### config.mk
export PLATFORM = sky130hd
export DESIGN_NAME = trdb_priority
export DESIGN_NICKNAME = d
export VERILOG_FILES = /design/src/rtl/trdb_priority.sv
export SDC_FILE = /design/constraint.sdc
export NUM_CORES = 1
export LEC_CHECK = 0
export ABC_AREA = 1
export BUFFER_PORTS_ARGS = -buffer_cell sky130_fd_sc_hd__buf_2
export CAP_MARGIN = 15
export CORE_ASPECT_RATIO = 1.5
export CORE_UTILIZATION = 35
export DETAILED_ROUTE_END_ITERATION = 10
export PLACE_DENSITY = 0.8
export SLEW_MARGIN = 20
export SYNTH_ARGS = -nofsm -noshare
export SYNTH_HDL_FRONTEND = slang
export SYNTH_SLANG_ARGS = --single-unit
### constraint.sdc
create_clock -name clk_i -period 2.6 [get_ports clk_i]
set_input_delay 0.13 -clock clk_i [delete_from_list [all_inputs] [get_ports clk_i]]
set_output_delay 0.13 -clock clk_i [all_outputs]
set_load 0.03 [all_outputs]
### src/rtl/trdb_priority.sv
// ============================================================================
// Module   : trdb_priority
// Purpose  : E-Trace te_inst packet-priority arbiter with address sign-compression.
//            Optional macro TRDB_CONTEXT_PKT_EN enables SF_CONTEXT packets.
// Revision : 1.0 - initial release
// ============================================================================
`default_nettype none

module trdb_priority (
  input  logic        clk_i,
  input  logic        rst_i,
  input  logic        valid_i,
  input  logic        lc_exception_i,
  input  logic        lc_updiscon_i,
  input  logic        lc_final_qualified_i,
  input  logic        tc_qualified_i,
  input  logic        tc_exception_i,
  input  logic        tc_retired_i,
  input  logic        tc_first_qualified_i,
  input  logic        tc_privchange_i,
  input  logic        tc_gt_max_resync_i,
  input  logic        tc_et_max_resync_i,
  input  logic        tc_branch_map_empty_i,
  input  logic        tc_branch_map_full_i,
  input  logic        tc_enc_enabled_i,
  input  logic        tc_enc_disabled_i,
  input  logic        tc_opmode_change_i,
  input  logic        nc_exception_i,
  input  logic        nc_privchange_i,
  input  logic        nc_branch_map_empty_i,
  input  logic        nc_qualified_i,
  input  logic        nc_retired_i,
  input  logic [31:0] addr_to_compress_i,
  output logic        valid_o,
  output logic [1:0]  packet_format_o,
  output logic [1:0]  packet_f_sync_subformat_o,
  output logic        thaddr_o,
  output logic        lc_tc_mux_o,
  output logic        resync_timer_rst_o,
  output logic [1:0]  qual_status_o,
  output logic [5:0]  keep_bits_o
);

  localparam logic [1:0] F_DIFF_DELTA = 2'd1;
  localparam logic [1:0] F_ADDR_ONLY  = 2'd2;
  localparam logic [1:0] F_SYNC       = 2'd3;

  localparam logic [1:0] SF_START     = 2'd0;
  localparam logic [1:0] SF_TRAP      = 2'd1;
  localparam logic [1:0] SF_SUPPORT   = 2'd3;

  localparam logic [1:0] QS_ENDED_REP = 2'd1;
  localparam logic [1:0] QS_ENDED_NTR = 2'd3;

  logic       started_q;
  logic       start_cond;
  logic       addr_reason;
  logic [1:0] addr_format;
  logic       set_started;
  logic       clr_started;
  logic       unused_nc;

  // Branch-map and retired lookahead on the nc side are not needed for arbitration.
  assign unused_nc = nc_branch_map_empty_i ^ nc_retired_i;

`ifdef TRDB_CONTEXT_PKT_EN
  assign start_cond = tc_first_qualified_i | tc_privchange_i | tc_enc_enabled_i |
                      (tc_gt_max_resync_i & tc_branch_map_empty_i) | ~started_q;
`else
  // Without context packets an opmode change forces a fresh start packet.
  assign start_cond = tc_first_qualified_i | tc_privchange_i | tc_enc_enabled_i |
                      (tc_gt_max_resync_i & tc_branch_map_empty_i) | ~started_q |
                      tc_opmode_change_i;
`endif

  assign addr_format = tc_branch_map_empty_i ? F_ADDR_ONLY : F_DIFF_DELTA;
  assign addr_reason = tc_qualified_i & tc_retired_i &
                       (nc_exception_i | nc_privchange_i | ~nc_qualified_i);

  always_comb begin
    valid_o                   = 1'b0;
    packet_format_o           = 2'd0;
    packet_f_sync_subformat_o = 2'd0;
    thaddr_o                  = 1'b0;
    lc_tc_mux_o               = 1'b0;
    resync_timer_rst_o        = 1'b0;
    qual_status_o             = 2'd0;
    if (valid_i) begin
      if (lc_exception_i) begin
        valid_o                   = 1'b1;
        packet_format_o           = F_SYNC;
        packet_f_sync_subformat_o = SF_TRAP;
        thaddr_o                  = ~tc_exception_i;
        lc_tc_mux_o               = 1'b1;
        resync_timer_rst_o        = 1'b1;
      end else if (tc_enc_disabled_i || lc_final_qualified_i) begin
        valid_o                   = 1'b1;
        packet_format_o           = F_SYNC;
        packet_f_sync_subformat_o = SF_SUPPORT;
        lc_tc_mux_o               = 1'b1;
        qual_status_o             = tc_enc_disabled_i ? QS_ENDED_NTR : QS_ENDED_REP;
      end else if (tc_qualified_i && start_cond) begin
        valid_o                   = 1'b1;
        packet_format_o           = F_SYNC;
        packet_f_sync_subformat_o = SF_START;
        resync_timer_rst_o        = 1'b1;
`ifdef TRDB_CONTEXT_PKT_EN
      end else if (tc_qualified_i && tc_opmode_change_i) begin
        valid_o                   = 1'b1;
        packet_format_o           = F_SYNC;
        packet_f_sync_subformat_o = 2'd2;
        resync_timer_rst_o        = 1'b1;
`endif
      end else if (started_q && lc_updiscon_i) begin
        valid_o         = 1'b1;
        packet_format_o = addr_format;
      end else if (started_q && tc_et_max_resync_i && !tc_branch_map_empty_i) begin
        valid_o            = 1'b1;
        packet_format_o    = addr_format;
        resync_timer_rst_o = 1'b1;
      end else if (started_q && addr_reason) begin
        valid_o         = 1'b1;
        packet_format_o = addr_format;
      end else if (started_q && tc_branch_map_full_i) begin
        valid_o         = 1'b1;
        packet_format_o = F_DIFF_DELTA;
      end
    end
  end

  assign set_started = valid_o && (packet_format_o == F_SYNC) &&
                       ((packet_f_sync_subformat_o == SF_START) ||
                        (packet_f_sync_subformat_o == SF_TRAP));
  assign clr_started = valid_o && (packet_format_o == F_SYNC) &&
                       (packet_f_sync_subformat_o == SF_SUPPORT);

  always_ff @(posedge clk_i or posedge rst_i) begin
    if (rst_i) begin
      started_q <= 1'b0;
    end else if (set_started) begin
      started_q <= 1'b1;
    end else if (clr_started) begin
      started_q <= 1'b0;
    end
  end

  // Highest bit differing from the sign bit sets the kept length; none means 1.
  always_comb begin
    keep_bits_o = 6'd1;
    for (int i = 0; i < 31; i++) begin
      if (addr_to_compress_i[i] != addr_to_compress_i[31]) begin
        keep_bits_o = 6'(i + 2);
      end
    end
  end

endmodule

`default_nettype wire

==> results of run 1 <==
[worst register-to-register path, cell delays in order, from the launching register on]
cell	delay, ns
dfrtp_1	0.38
nand3_1	0.09
o21a_1	0.18
inv_1	0.07
nand3_1	0.11
a21oi_1	0.16
nor2_1	0.05
[metrics by stage]
step	hold slack, ns	area, sq um	setup slack, ns	utilization
global route	0.462	1190	0.0264	0.523
detailed placement	-0.0333	1180	0.310	0.517
floorplan	-0.141	857	0.482	-
finish	0.433	1190	0.396	0.523
global placement	-0.0355	1180	0.345	0.517
CTS	0.435	1190	0.297	0.522
[synthesized netlist by cell type, drive strengths merged (2+ instances only)]
| cell type | count | area share |
|---|---|---|
| nor2 | 10 | 0.044 |
| nor3 | 6 | 0.035 |
| buf | 6 | 0.069 |
| a31oi | 3 | 0.022 |
| and2 | 2 | 0.015 |
| a21oi | 12 | 0.074 |
| o21ai | 5 | 0.029 |
| nand2 | 51 | 0.22 |
| xnor2 | 28 | 0.29 |
| nand3 | 5 | 0.029 |
| inv | 20 | 0.088 |
[cells in the final DEF, fill, tap and decap left out, drive strengths merged]
master and count:
dlygate4sd3 1, and2 2, nand2 51, or3 1
clkinv 1, dfrtp 1, nor3 6, a31oi 3
clkbuf 1, inv 20, xor2 1, a21oi 12
nand3 5, buf 69, o21a 1, nor2 10
o211ai 1, nor4 1, xnor2 28, o21ai 5
o2111ai 1
[routing by layer]
layer	global-route usage	vias to the layer above	share of wire
met3	0.00867	0	0.068
met2	0.292	37	0.53
li1	-	618	-
met5	0	-	0
met1	0.197	455	0.41
met4	0.00391	0	0
[cells by family (layout without fill, tap and decap cells)]
group / count (synthesis) / in the layout
buffers and inverters: 27 / 92
XOR/XNOR: 29 / 29
AO/OA/AOI/OAI: 23 / 23
flip-flops: 1 / 1
AND/OR/NAND/NOR: 76 / 76
[report_power, final]
group | internal (mW) | total, mW | switching, mW
Clock | 0 | 0 | 0
Sequential | 0.0175 | 0.0195 | 0.00205
Combinational | 0.108 | 0.260 | 0.151
Total | 0.126 | 0.279 | 0.153
[final timing paths]
path	slack, ns	startpoint	end	cells after the start
setup / recovery	0.40	addr_to_compress_i[31]	keep_bits_o[0]	30
hold / removal	0.43	valid_i	started_q	3
setup reg to reg	1.41	started_q	started_q	6
hold reg to reg	0.58	started_q	started_q	2
max in group asynchronous	1.99	rst_i	started_q	3
min in group asynchronous	0.52	rst_i	started_q	3
[final cells by class]
type | count | area, sq um
fill | 263 | 1090
multi-input combinational | 128 | 694
timing repair buffer | 71 | 368
inverter | 21 | 78.8
tap | 23 | 28.8
sequential | 1 | 25.0
[repair_timing]
item | in CTS | in global routing
setup endpoints to repair | 0 | 1
hold buffers | 1 | 0
resized for setup | 0 | 1
endpoints found under the hold margin | 1 | 0
==> flow_summary.yaml, run 1 <==
outcome:
  status: "finished, final reports clean"
placed_design:
  port_buffers: 68
  gp_congestion: 0.803
  dp.cells: 243
  dp_hpwl_um: 1820
power_and_ir_drop:
  power.total_mw: 0.279
  p_leak_nw: 0.668
  vdd_drop_max_mv: 0.0929
  power_density_nw_per_um2: 234
timing:
  finalSetupViolations: 0
  worst_pin_slew_ns: 0.446
  hold_viol: 0
  slew_headroom: 0.702
  finalMaxSlewViolations: 0
  min_period_ns: 2.20
  finalClockSkew_ns: 0
  finalCritPeriodShare: 0.848
  rsz0062_at_grt: "no"
  fin_setup_tns_ns: 0
  fmax_mhz: 454
grt:
  grt_util_all_layers: 0.155
  grt_pass1_wl_um: 3590
  antenna_found_initial: 0
  grt_max_degree: 14
  grt_pass1_vias: 936
  grt_overflow_total: 0
critical_path:
  max_stage_delay_ns: 0.23
  slowest_stage: "clkbuf_4"
  crit_top_cell: "nand2_1"
  crit_type: "input pin to primary output"
  cp-end-kind: "primary output"
  arrival_ns: 2.07
  cp_max_fo: 13
  path_buf_inv: 3
  cp_top_family: "simple AND/OR/NAND/NOR gates"
  cp-start-kind: "input pin"
  required_ns: 2.47
logic_synthesis:
  synthArstFlopShare: 1.00
  synthSimpleGateAreaFrac: 0.361
  syn_nets: 211
  seq_area_frac_synth: 0.0292
  syn_area_sq_um: 857
  synth-seq-cells: 1
  synth_warnings: 0
  ys_types: 24
  synth_top_family_by_area: "simple AND/OR/NAND/NOR gates"
  synthFlopType: "dfrtp_1"
  synth.area.mux_share: 0
  postSynthAreaPerCell_sq_um: 5.49
  synth-xor-area-share: 0.296
  synth-compound-area-share: 0.153
  synth_edf_count: 0
  synthCells: 156
  synth_fa_ha_area_frac: 0
route:
  postRouteAntennaNets: 0
  num_vias: 1110
  drt_iter0_drc: 6
  avgRoutedWirePerCell_um: 8.36
  drc_errors: 0
  viasPerCell: 4.55
  firstDrtPassIters: 4
  routed_wl_um: 2040
finish:
  largest_reg_flops: 1
  largest_registers: "started_q x1"
  nets: 278
  syn_to_final_growth_pct: 39.4
  top_register: "started_q"
  drive_gt1_frac: 0.326
  num_antenna_cells: 0
  final_cells: 244
floorplan:
  rows: 21
  die_area_sq_um: 2650
  ios: 71
  die_w_um: 42.4
  fp.dieH_um: 62.6
  start_util: 0.375
  coreArea_sq_um: 2290
cts:
  path_clk_slew_ns: 0
  post_cts_buffers: 0
  clock_latency_ns: 0
flow_run:
  drv_cap: 0
hold_path:
  hold_class: "input pin to register"
No activity file was read; power rests on OpenSTA's default activity.
==> run 2, diff against run 1 <==
Clock period 2.6 ns to 2.1 ns, I/O delays scaled along.
==> run 2 against run 1 <==
  * Total power increased by 32%
  * Core utilization rose by 3.3 points
  * Final cell count rose by 0.41%
  * Setup slack got worse by 0.28 ns
  * Critical path depth decreased by 6
  * First-iteration DRC count increased by 50%
  * Global-route usage fell by 1.1 points
  * Combinational power is 32% higher
  * Critical endpoint unchanged
==> flow_summary.yaml, run 2 (synthesis gave the netlist of run 1 again) <==
outcome:
  status: "finished, final reports clean"
grt:
  antenna_found_initial: 0
  grt_pass1_vias: 885
  grt_pass1_wl_um: 3330
  grt_overflow_total: 0
  grt_util_all_layers: 0.143
  grt_max_degree: 18
cts:
  post_cts_buffers: 0
  clock_latency_ns: 0
  path_clk_slew_ns: 0
critical_path:
  rrSetupSlack_ns: 0.91
  max_stage_delay_ns: 0.19
  slowest_stage: "xnor2_1"
  crit_type: "input pin to primary output"
  crit_path_cell_trace: "buf_12 -> buf_4 -> xnor2_1 -> nand2_1 -> nand2_1 -> nand2_1 -> nand2_1 -> nand2_1 -> nand2_1 -> nand2_1 -> nand2_1 -> nand2_1 -> nand2_1 -> nand2_1 -> nand2_1 -> nand2_1 -> nand2_1 -> nand2_1 -> nand2_1 -> nand2_1 -> nand2_1 -> nand2_1 -> a21oi_2 -> buf_6"
  cp-start-kind: "input pin"
  cp-end-kind: "primary output"
  arrival_ns: 1.88
  required_ns: 2.00
  crit_top_cell: "nand2_1"
  cp_max_fo: 9
timing:
  finalMaxSlewViolations: 0
  finalClockSkew_ns: 0
  worst_pin_slew_ns: 0.438
  finalCritPeriodShare: 0.944
  min_period_ns: 1.98
  rsz0062_at_grt: "yes"
  finalSetupViolations: 0
  hold_viol: 0
  fmax_mhz: 505
  slew_headroom: 0.707
placed_design:
  placed_cell_area_sq_um: 1190
  port_buffers: 68
  dp_hpwl_um: 1800
  dp.cells: 244
  gp_congestion: 0.765
route:
  postRouteAntennaNets: 0
  viasPerCell: 4.65
  firstDrtPassIters: 4
  drt_iter0_drc: 9
  num_vias: 1139
  drc_errors: 0
  routed_wl_um: 2100
  avgRoutedWirePerCell_um: 8.56
finish:
  fillCellCount: 246
  largest_reg_flops: 1
  top_register: "started_q"
  finalInstanceArea_sq_um: 1270
  final_cell_mix: "buf_2 (65), nand2_1 (47), xnor2_1 (26)"
  nets: 279
  final_common_cell: "buf_2"
  final-seq-area_sq_um: 25.0
  largest_registers: "started_q x1"
  multiInputGateArea_sq_um: 729
  syn_to_final_growth_pct: 48.2
  drive_gt1_frac: 0.365
  final_cells: 245
  num_antenna_cells: 0
flow_run:
  drv_cap: 0
power_and_ir_drop:
  p_leak_nw: 0.703
  vdd_drop_max_mv: 0.117
  power_density_nw_per_um2: 290
  power.total_mw: 0.368
floorplan:
  rows: 21
  fp.dieH_um: 62.6
  die_area_sq_um: 2650
  ios: 71
  start_util: 0.375
  coreArea_sq_um: 2290
  die_w_um: 42.4
hold_path:
  hold_class: "input pin to register"
-- run 2: cell count changes in the layout (fill, tap and decap cells not counted), moves of 2 or more --
cell	change
buf_2	-2
buf_6	+2
inv_1	-2
nand2_1	-4
nand2_2	+2
nand2_4	+2
xnor2_1	-2
xnor2_2	+2
-- run 2: where the power goes --
group          internal [mW]  switching [mW]
registers             0.0216         0.00244
logic                  0.148           0.196
clock network              0               0
total                  0.170           0.198
-- run 2: through the flow --
step	hold WS (ns)	setup WS (ns)	TNS, ns	util
floorplan	-0.166	0.0319	0	-
global placement	-0.0605	0.00955	0	0.521
detailed placement	-0.0594	-0.0154	-0.0154	0.521
CTS	0.400	0.00254	0	0.526
global route	0.448	-0.156	-0.156	0.556
finish	0.398	0.118	0	0.556
-- run 2: what timing repair did --
item	in CTS	in global routing
hold buffers	1	0
endpoints found under the setup margin	1	5
gates resized for setup	1	21
endpoints found under the hold margin	1	0
pin swaps	0	6
-- run 2: layer usage --
| metal | global-route usage | part of all wire | wire length, um |
|---|---|---|---|
| met1 | 0.176 | 0.41 | 862 |
| met2 | 0.283 | 0.54 | 1140 |
| met3 | 0.00289 | 0.047 | 98 |
| met4 | 0 | 0 | 0 |
| met5 | 0 | 0 | 0 |
-- run 2: final timing paths --
path                                   startpoint             end  cells past startpoint
hold / removal                     lc_exception_i       started_q                      3
max in group asynchronous                   rst_i       started_q                      3
setup / recovery           addr_to_compress_i[31]  keep_bits_o[0]                     24
setup reg to reg                        started_q       started_q                      6
hold reg to reg                         started_q       started_q                      2
min in group asynchronous                   rst_i       started_q                      3
-- run 2: cell type report --
class,instances,area share
Multi-Input combinational cell,128,0.574
Timing Repair Buffer,72,0.315
Inverter,21,0.0680
Tap cell,23,0.0227
Sequential cell,1,0.0197
-- run 2: critical path: cells and delay by family --
family | cells | cell delay (ns)
compound gates | 1 | 0.15
xor+xnor | 1 | 0.19
buf+inv | 3 | 0.44
simple gates | 19 | 0.94
==> run 3, diff against run 2 <==
Settings changed: ABC_AREA 1 to default, PLACE_DENSITY 0.8 to 0.77.
==> run 3 against run 2 <==
  * Largest power group unchanged
  * Global-route usage increased by 4.6 points
  * Core utilization down 4.9 points
  * Clock skew stayed put
==> flow_summary.yaml, run 3 <==
finish:
  nets: 300
  syn_to_final_growth_pct: 38.2
  final_common_cell: "buf_2"
  fillCellCount: 315
  largest_reg_flops: 1
  top_register: "started_q"
  num_antenna_cells: 0
  final_util: 0.506
  drive_gt1_frac: 0.300
  largest_registers: "started_q x1"
  final_cell_mix: "buf_2 (68), nor2_1 (30), a21oi_1 (26)"
logic_synthesis:
  synth_top_area_share: 0.134
  ys_types: 42
  seq_area_frac_synth: 0.0258
  synthTopCellsByCount: "nor2_1 (30), a21oi_1 (26), nand2_1 (21)"
  synth-seq-cells: 1
  syn_area_sq_um: 970
  synthArstFlopShare: 1.00
  yosysTopAreaCell: "a21oi_1"
  synth_area_leaders: "a21oi_1 (13%), nor2_1 (12%), nand2_1 (8.1%)"
  synth_edf_count: 0
  syn_nets: 235
  synth.most_common_cell: "nor2_1"
  synthCells: 180
  postSynthAreaPerCell_sq_um: 5.39
  synthFlopType: "dfrtp_1"
  synth_warnings: 0
timing:
  slew_headroom: 0.622
  fin_setup_tns_ns: 0
  worst_pin_slew_ns: 0.560
  finalClockSkew_ns: 0
  finalSetupViolations: 0
  fmax_mhz: 532
  hold_viol: 0
  finalCritPeriodShare: 0.896
  rsz0062_at_grt: "no"
  min_period_ns: 1.88
  finalMaxSlewViolations: 0
grt:
  grt_overflow_total: 0
  grt_pass1_vias: 1263
  grt_max_degree: 21
  antenna_found_initial: 0
  grt_util_all_layers: 0.189
  grt_pass1_wl_um: 4590
power_and_ir_drop:
  vdd_drop_max_mv: 0.156
  p_leak_nw: 0.613
  power_density_nw_per_um2: 227
  power.total_mw: 0.304
cts:
  post_cts_resized: 0
  clock_latency_ns: 0
  path_clk_slew_ns: 0
route:
  drt_iter0_drc: 21
  firstDrtPassIters: 4
  num_vias: 1514
  postRouteAntennaNets: 0
  routed_wl_um: 2910
  viasPerCell: 5.41
  drc_errors: 0
  avgRoutedWirePerCell_um: 10.4
critical_path:
  cp-end-kind: "primary output"
  arrival_ns: 1.78
  r2r-start: "started_q"
  cp-start-kind: "input pin"
  required_ns: 2.00
  cp_max_fo: 20
  crit_type: "input pin to primary output"
  worstSetupStartpoint: "addr_to_compress_i[31]"
placed_design:
  dp_hpwl_um: 2520
  gp_congestion: 0.841
  port_buffers: 68
floorplan:
  fp.dieH_um: 66.5
  rows: 23
  coreArea_sq_um: 2650
  start_util: 0.366
  ios: 71
  die_area_sq_um: 2990
  die_w_um: 45.0
hold_path:
  hold_class: "input pin to register"
  min-delay-start: "valid_i"
flow_run:
  drv_cap: 0
outcome:
  status: "finished, final reports clean"
## run 3: critical path, stage by stage
cell	delay [ns]
buf_2	0.20
or3_1	0.43
or2_1	0.22
o221ai_1	0.26
o31ai_1	0.09
a31oi_1	0.17
o211ai_1	0.11
buf_2	0.19
## run 3: routing by layer
layer  share of wire  track usage  wire (um)
met1            0.39        0.201       1150
met2            0.56        0.406       1630
met3           0.046      0.00271        135
met4               0            0          0
met5               0            0          0
## run 3: report_power, final
part           total [mW]  switching, mW  internal (mW)  leakage [nW]
logic               0.280          0.173          0.107         0.602
registers          0.0245        0.00288         0.0216        0.0108
clock network           0              0              0             0
## run 3: per-stage QoR
| stage | worst slack [ns] | hold slack, ns | std cells | area, sq um |
|---|---|---|---|---|
| 2_1_floorplan | 0.431 | -0.166 | 180 | 970 |
| 3_3_place_gp | 0.225 | -0.0614 | 279 | 1330 |
| 3_5_place_dp | 0.210 | -0.0594 | 279 | 1330 |
| 4_1_cts | 0.212 | 0.429 | 280 | 1340 |
| 5_1_grt | 0.110 | 0.443 | 280 | 1340 |
| 6_report | 0.219 | 0.417 | 280 | 1340 |
## run 3: what timing repair did
action | in CTS | in global routing
hold buffers | 1 | 0
hold endpoints to repair | 1 | 0
buffers inserted | 0 | 0
## run 3: logic make-up after synthesis
kind of cell | share of synthesized area
xor+xnor | 0.00903
simple gates | 0.471
compound gates | 0.417
flops | 0.0258
buf+inv | 0.0774
## run 3: path summary, 6_finish.rpt
check	slack, ns	cells after the start	end
min in group asynchronous	0.49	3	started_q
min	0.42	3	started_q
max	0.22	8	keep_bits_o[0]
min reg2reg	0.61	2	started_q
max in group asynchronous	1.52	3	started_q
max reg2reg	0.54	5	started_q
## run 3: cell type report
type / count / area [sq um] / area share
Tap cell: 37 / 46.3 / 0.0345
Sequential cell: 1 / 25.0 / 0.0187
Timing Repair Buffer: 71 / 365 / 0.273
Inverter: 9 / 33.8 / 0.0252
Multi-Input combinational cell: 162 / 870 / 0.649
